[config.mk]
export PLATFORM = sky130hd
export DESIGN_NAME = piano_phase_acc_flat
export DESIGN_NICKNAME = d
export VERILOG_FILES = /design/src/rtl/piano_phase_acc_if.sv /design/src/rtl/piano_phase_acc.sv /design/src/flat_wrapper.sv
export SDC_FILE = /design/constraint.sdc
export NUM_CORES = 1
export LEC_CHECK = 0
export ABC_AREA = 1
export BUFFER_PORTS_ARGS = -buffer_cell sky130_fd_sc_hd__clkbuf_2
export CORE_ASPECT_RATIO = 1.4
export CORE_MARGIN = 2
export CORE_UTILIZATION = 55
export CTS_CLUSTER_DIAMETER = 120
export DETAILED_ROUTE_END_ITERATION = 12
export GPL_TIMING_DRIVEN = 0
export PLACE_DENSITY_LB_ADDON = 0.2
export SLEW_MARGIN = 5
export SYNTH_ARGS = -nofsm -noshare
export SYNTH_HDL_FRONTEND = slang
export SYNTH_SLANG_ARGS = --single-unit
[constraint.sdc]
create_clock -name clk -period 2.4 [get_ports clk]
set_input_delay 0.24 -clock clk [delete_from_list [all_inputs] [get_ports clk]]
set_output_delay 0.24 -clock clk [all_outputs]
set_load 0.05 [all_outputs]
[src/rtl/piano_phase_acc_if.sv]
// Note-step handshake plus the operand/result bus to the external 8-bit adder.
// master: note source and adder side; slave: the phase sequencer.
interface piano_phase_acc_if #(
    parameter int W = 8
);
    logic         note_valid;
    logic         note_ready;
    logic [W-1:0] note_step;
    logic [W-1:0] add_a;
    logic [W-1:0] add_b;
    logic [W-1:0] add_res;

    modport master (
        output note_valid, note_step, add_res,
        input  note_ready, add_a, add_b
    );

    modport slave (
        input  note_valid, note_step, add_res,
        output note_ready, add_a, add_b
    );
endinterface

[src/rtl/piano_phase_acc.sv]
// Tone-phase sequencer: feeds accumulator and step to an external adder,
// registers the sum once per sample tick, and toggles a square wave on
// every phase wrap. On release the tone is allowed to finish its high half
// so it always ends low.
module piano_phase_acc #(
    parameter int W   = 8,
    parameter int DIV = 250
) (
    input  logic               clk,
    input  logic               rst_n,
    piano_phase_acc_if.slave   bus,
    input  logic               key_on,
    output logic               tone,
    output logic               wrap,
    output logic               busy
);
    localparam int CW = (DIV > 2) ? $clog2(DIV) : 1;

    localparam logic [1:0] S_IDLE = 2'd0;
    localparam logic [1:0] S_RUN  = 2'd1;
    localparam logic [1:0] S_REL  = 2'd2;

    logic [1:0]    state;
    logic [W-1:0]  acc;
    logic [W-1:0]  step_r;
    logic [CW-1:0] cnt;
    logic          tick;
    logic          run_ph;
    logic          xfer;
    logic          wrapped;
    logic [W-1:0]  eff_step;

    assign tick   = (cnt == CW'(DIV - 1));
    assign run_ph = (state == S_RUN) || (state == S_REL);
    assign busy   = (state != S_IDLE);

    // A note may not be swapped while the tone is winding down.
    assign bus.note_ready = (state != S_REL);
    assign xfer           = bus.note_valid & bus.note_ready;

    // A step arriving in the same cycle as key_on counts for IDLE exit.
    assign eff_step = xfer ? bus.note_step : step_r;

    assign bus.add_a = acc;
    assign bus.add_b = run_ph ? step_r : '0;

    // The sum is mod 2^W, so it is smaller than acc exactly when it wrapped.
    assign wrapped = (bus.add_res < acc);

    // Free-running sample tick divider, independent of the FSM state.
    always_ff @(posedge clk or negedge rst_n) begin
        if (!rst_n)    cnt <= '0;
        else if (tick) cnt <= '0;
        else           cnt <= cnt + 1'b1;
    end

    // Step register: any accepted handshake loads the new step word.
    always_ff @(posedge clk or negedge rst_n) begin
        if (!rst_n)    step_r <= '0;
        else if (xfer) step_r <= bus.note_step;
    end

    // Sequencer FSM with accumulator, tone and wrap pulse.
    always_ff @(posedge clk or negedge rst_n) begin
        if (!rst_n) begin
            state <= S_IDLE;
            acc   <= '0;
            tone  <= 1'b0;
            wrap  <= 1'b0;
        end else begin
            wrap <= 1'b0;
            case (state)
                S_IDLE: begin
                    if (key_on && (eff_step != '0)) begin
                        state <= S_RUN;
                        acc   <= '0;
                        tone  <= 1'b0;
                    end
                end
                S_RUN: begin
                    // A zero step silences the note at once.
                    if (xfer && (bus.note_step == '0)) begin
                        state <= S_IDLE;
                        acc   <= '0;
                        tone  <= 1'b0;
                    end else begin
                        if (tick) begin
                            acc <= bus.add_res;
                            if (wrapped) begin
                                wrap <= 1'b1;
                                tone <= ~tone;
                            end
                        end
                        if (!key_on) state <= S_REL;
                    end
                end
                S_REL: begin
                    if (tick) begin
                        acc <= bus.add_res;
                        if (wrapped) begin
                            wrap <= 1'b1;
                            tone <= ~tone;
                        end
                    end
                    // Re-press wins; otherwise stop on the falling tone edge.
                    if (key_on)                        state <= S_RUN;
                    else if (tick && wrapped && tone)  state <= S_IDLE;
                end
                default: state <= S_IDLE;
            endcase
        end
    end
endmodule
[src/flat_wrapper.sv]
// flat-port wrapper written by rule: the top's interface ports become plain ports
module piano_phase_acc_flat 
#(
    parameter int W   = 8,
    parameter int DIV = 250
)
  (clk, rst_n, key_on, tone, wrap, busy, bus_note_valid, bus_note_step, bus_add_res, bus_note_ready, bus_add_a, bus_add_b);
  piano_phase_acc_if #(.W(W)) bus_i ();
  input  logic clk;
  input  logic rst_n;
  input  logic key_on;
  output logic tone;
  output logic wrap;
  output logic busy;
  input wire logic [$bits(bus_i.note_valid)-1:0] bus_note_valid;
  input wire logic [$bits(bus_i.note_step)-1:0] bus_note_step;
  input wire logic [$bits(bus_i.add_res)-1:0] bus_add_res;
  output wire logic [$bits(bus_i.note_ready)-1:0] bus_note_ready;
  output wire logic [$bits(bus_i.add_a)-1:0] bus_add_a;
  output wire logic [$bits(bus_i.add_b)-1:0] bus_add_b;
  assign bus_i.note_valid = bus_note_valid;
  assign bus_i.note_step = bus_note_step;
  assign bus_i.add_res = bus_add_res;
  assign bus_note_ready = bus_i.note_ready;
  assign bus_add_a = bus_i.add_a;
  assign bus_add_b = bus_i.add_b;
  piano_phase_acc #(.W(W), .DIV(DIV)) u_core (.clk(clk), .rst_n(rst_n), .bus(bus_i), .key_on(key_on), .tone(tone), .wrap(wrap), .busy(busy));
endmodule
==> impl_results.md <==
- Yosys reg bits: 28
- Hpwl dp: 3065 um
- Pin count of the biggest net entering global routing: 29
- # setup viols final: 0
- Failing checks: hold timing
- Final hold viol count: 5
- P_sw: 1.046 mW
- Layout Nets: ~350
- CP required: 2.16 ns
- Slowest cell on crit path: dfrtp_1
- Layout Cells excl Fill: 353
- First-pass GRT wire length: 6934 um
- Flop pwr share: 27.4%
- Max cap viols: 0
- Via count: 1,790
- Clk network pwr share: a little under a fifth
- Initial Utilization: 57.11%
- H-tree levels: 1
- Setup bufs post-CTS: 0
- Row count: 25
- Crit-path max cell delay: ~0.41 ns
- Power density cells: 923.3 nW/um^2
- Total grt overflow: 0
- Post-synthesis sequential area ratio: between 30% and 40%
- Synth warnings: 0
- Clock Skews: approximately 0.0029 ns
- Gr usage total: between 20 and 25%
- Width of the die: 54.06 um
- Library cells used by synthesis: 28
- # fillers: 338
- Logic pwr share: 54.4%
- Vias per cell: 5.071
- Num ports: 40
- DP Worst Slack: about 0.38 ns
- Clk_lat worst skew: around 0.28 ns
- Worst path cell trace: inv_1 -> ha_1 -> clkbuf_1 -> nand2_1 -> inv_1 -> clkbuf_2
- F_max: 488.5 MHz
- Path depth of the worst reg2reg path: 9
- Reg clk slew, reported paths: around 0.10 ns
- Data arrival, critical path: 1.81 ns
- Worst-Margin Slew: 0.7125 ns
- Sum of negative setup slack: 0 ns
- Final worst slack: 0.3530 ns
- # diodes: 0
- Synth Net Count: 304
- Rel. slew slack: 52.50%
- Longest Clk Path Bufs: 2
- Syn-to-layout area delta: 16.15%
- Part of the cycle the worst path needs: 85.29%
- Pint: 1.023 mW
- Full die area: 4004 sq um
- # DRC: 0
- RSZ-0062 raised after global routing: no
- Routed len/inst: 11.63 um
- Clk root buf: clkbuf_8
- Maximum vdd drop: 0.0008444 V
- Post-Synthesis Cells: approximately 270
- Top cell by count, worst path: inv_1
- CTS tree: built
- Slew Limit Fails: 0
- Mapped Area: 1929 sq um
- Post-DRT Antenna Nets: 0
- Share of cells above drive strength 1: between 20% and 30%
- Final Critical Period: between 2 and 2.5 ns
- Initial antenna violation count: 0
- Final GP Congestion: 0.8691
- CTS buffer count: 3
- Fin Hold WS: -0.004407 ns
- Hold buffer count at cts: 0
- Cells after DPL: around 350
- CP startpoint kind: flip-flop
- Die H: 74.08 um
- Drt first pass iters: 5
- Post_cts resized: 0
- Syn_area_per_cell: about 7 sq um
- Switching part of the total: 50.57%
- # clock sinks: 28
- DRT iter0 DRCs: 46
- Port Buffers: 38
- Core footprint: ~3400 sq um
- Critical Path Fanout Max: 9
- Post-Route WL: 4107 um
- Vias in the first global route: 1,648
- Endpoint type of the worst setup path: output port
- Worst min path class: in -> async
- Status: finished, violations left
- Kind of critical path: reg -> out
- Static Leak: roughly 1.3 nW
-- critical path, delay by kind of cell, from the launching register on --
| family | cells | cell delay (ns) |
|---|---|---|
| buf+inv | 4 | 0.74 |
| flops | 1 | 0.41 |
| fa+ha+maj | 1 | 0.28 |
| simple gates | 1 | 0.11 |
-- state kept, by name (all words and copies together), names as in the netlist --
| name | cells |
|---|---|
| u_core.bus.add_a | 8 |
| u_core.cnt | 8 |
| u_core.wrap | 1 |
| u_core.step_r | 8 |
| u_core.tone | 1 |
| u_core.state | 2 |
-- worst paths after layout --
path	from	slack (ns)	end
max in group asynchronous	rst_n	1.95	u_core.bus.add_a[0]
min	rst_n	-0.004	u_core.step_r[4]
max	u_core.state[0]	0.35	bus_add_b[0]
min in group clk	bus_note_step[4]	0.29	u_core.step_r[4]
min reg2reg	u_core.cnt[0]	0.51	u_core.cnt[0]
max reg2reg	u_core.state[0]	0.40	u_core.tone
-- Yosys cell counts --
master	count	area share [%]
o21ai_0	5	1.3
ha_1	13	8.4
nand2_1	74	14
nor3b_1	1	0.39
nand2_4	1	0.58
o21ai_1	6	1.6
nand3b_1	2	0.78
and2_1	2	0.65
a21oi_1	16	4.2
nand4_1	9	2.9
nand4_2	1	0.65
clkbuf_1	2	0.39
nor3_1	2	0.52
inv_1	49	9.5
nand2_2	2	0.65
dfrtp_1	28	36
clkinv_1	1	0.19
o21ai_2	2	0.91
a21oi_4	1	0.84
buf_6	3	1.8
xor2_1	1	0.45
or2_2	7	2.3
nor2_1	17	3.3
a211oi_1	1	0.39
buf_4	2	0.78
nor2_2	2	0.65
inv_2	3	0.58
nand3_1	18	4.7
-- power by group through the flow --
| stage | Clock (mW) | Sequential [mW] | Combinational [mW] |
|---|---|---|---|
| after detailed placement | 0 | 0.575 | 1.13 |
| after global routing | 0.402 | 0.576 | 1.23 |
| final | 0.378 | 0.566 | 1.13 |
| after global placement | 0 | 0.573 | 1.11 |
| after floorplan | 0 | 0.565 | 0.877 |
| after CTS | 0.391 | 0.566 | 1.13 |
-- logic make-up (layout without fill, tap and decap cells) --
logic type | count (synthesis) | after routing | share of synthesized area (%)
compound gates | 31 | 31 | 9.145
xor+xnor | 1 | 1 | 0.4540
fa+ha+maj | 13 | 13 | 8.431
buf+inv | 60 | 102 | 13.23
flops | 28 | 28 | 36.32
simple gates | 138 | 138 | 32.42
-- cell type report --
| cell class | count | area (sq um) | area share [%] |
|---|---|---|---|
| multi-input combinational | 183 | 973.4 | 43.44 |
| timing repair buffer | 38 | 190.2 | 8.487 |
| buffer | 7 | 56.30 | 2.513 |
| inverter | 53 | 198.9 | 8.878 |
| sequential | 28 | 700.7 | 31.27 |
| tap | 40 | 50.05 | 2.233 |
| clock inverter | 1 | 30.03 | 1.340 |
| clock buffer | 3 | 41.29 | 1.843 |
-- layout by cell type (no fill, tap or decap), drive strengths merged --
cell type	synthesis	layout
nor2	19	19
nand2	77	77
inv	52	52
ha	13	13
clkinv	1	1
nor3	2	2
xor2	1	1
bufinv	0	1
a211oi	1	1
buf	5	5
nand4	10	10
a21oi	17	17
or2	7	7
dfrtp	28	28
clkbuf	2	43
and2	2	2
nand3b	2	2
nor3b	1	1
o21ai	13	13
nand3	18	18
-- metrics by stage --
step / cell area [sq um] / util (%) / total power [mW]
floorplan: 1929 / - / 1.442
global placement: 2170 / 64.22 / 1.684
detailed placement: 2170 / 64.22 / 1.701
CTS: 2241 / 66.33 / 2.090
global route: 2241 / 66.33 / 2.211
finish: 2241 / 66.33 / 2.069
-- per-layer routing --
metal | share of wire, % | GRT usage (%)
met1 | 43 | 27.39
met2 | 53 | 41.06
met3 | 3.0 | 2.410
met4 | 1.4 | 9.167
met5 | 0 | 0
Note: power is estimated with default switching activity, not from simulation.
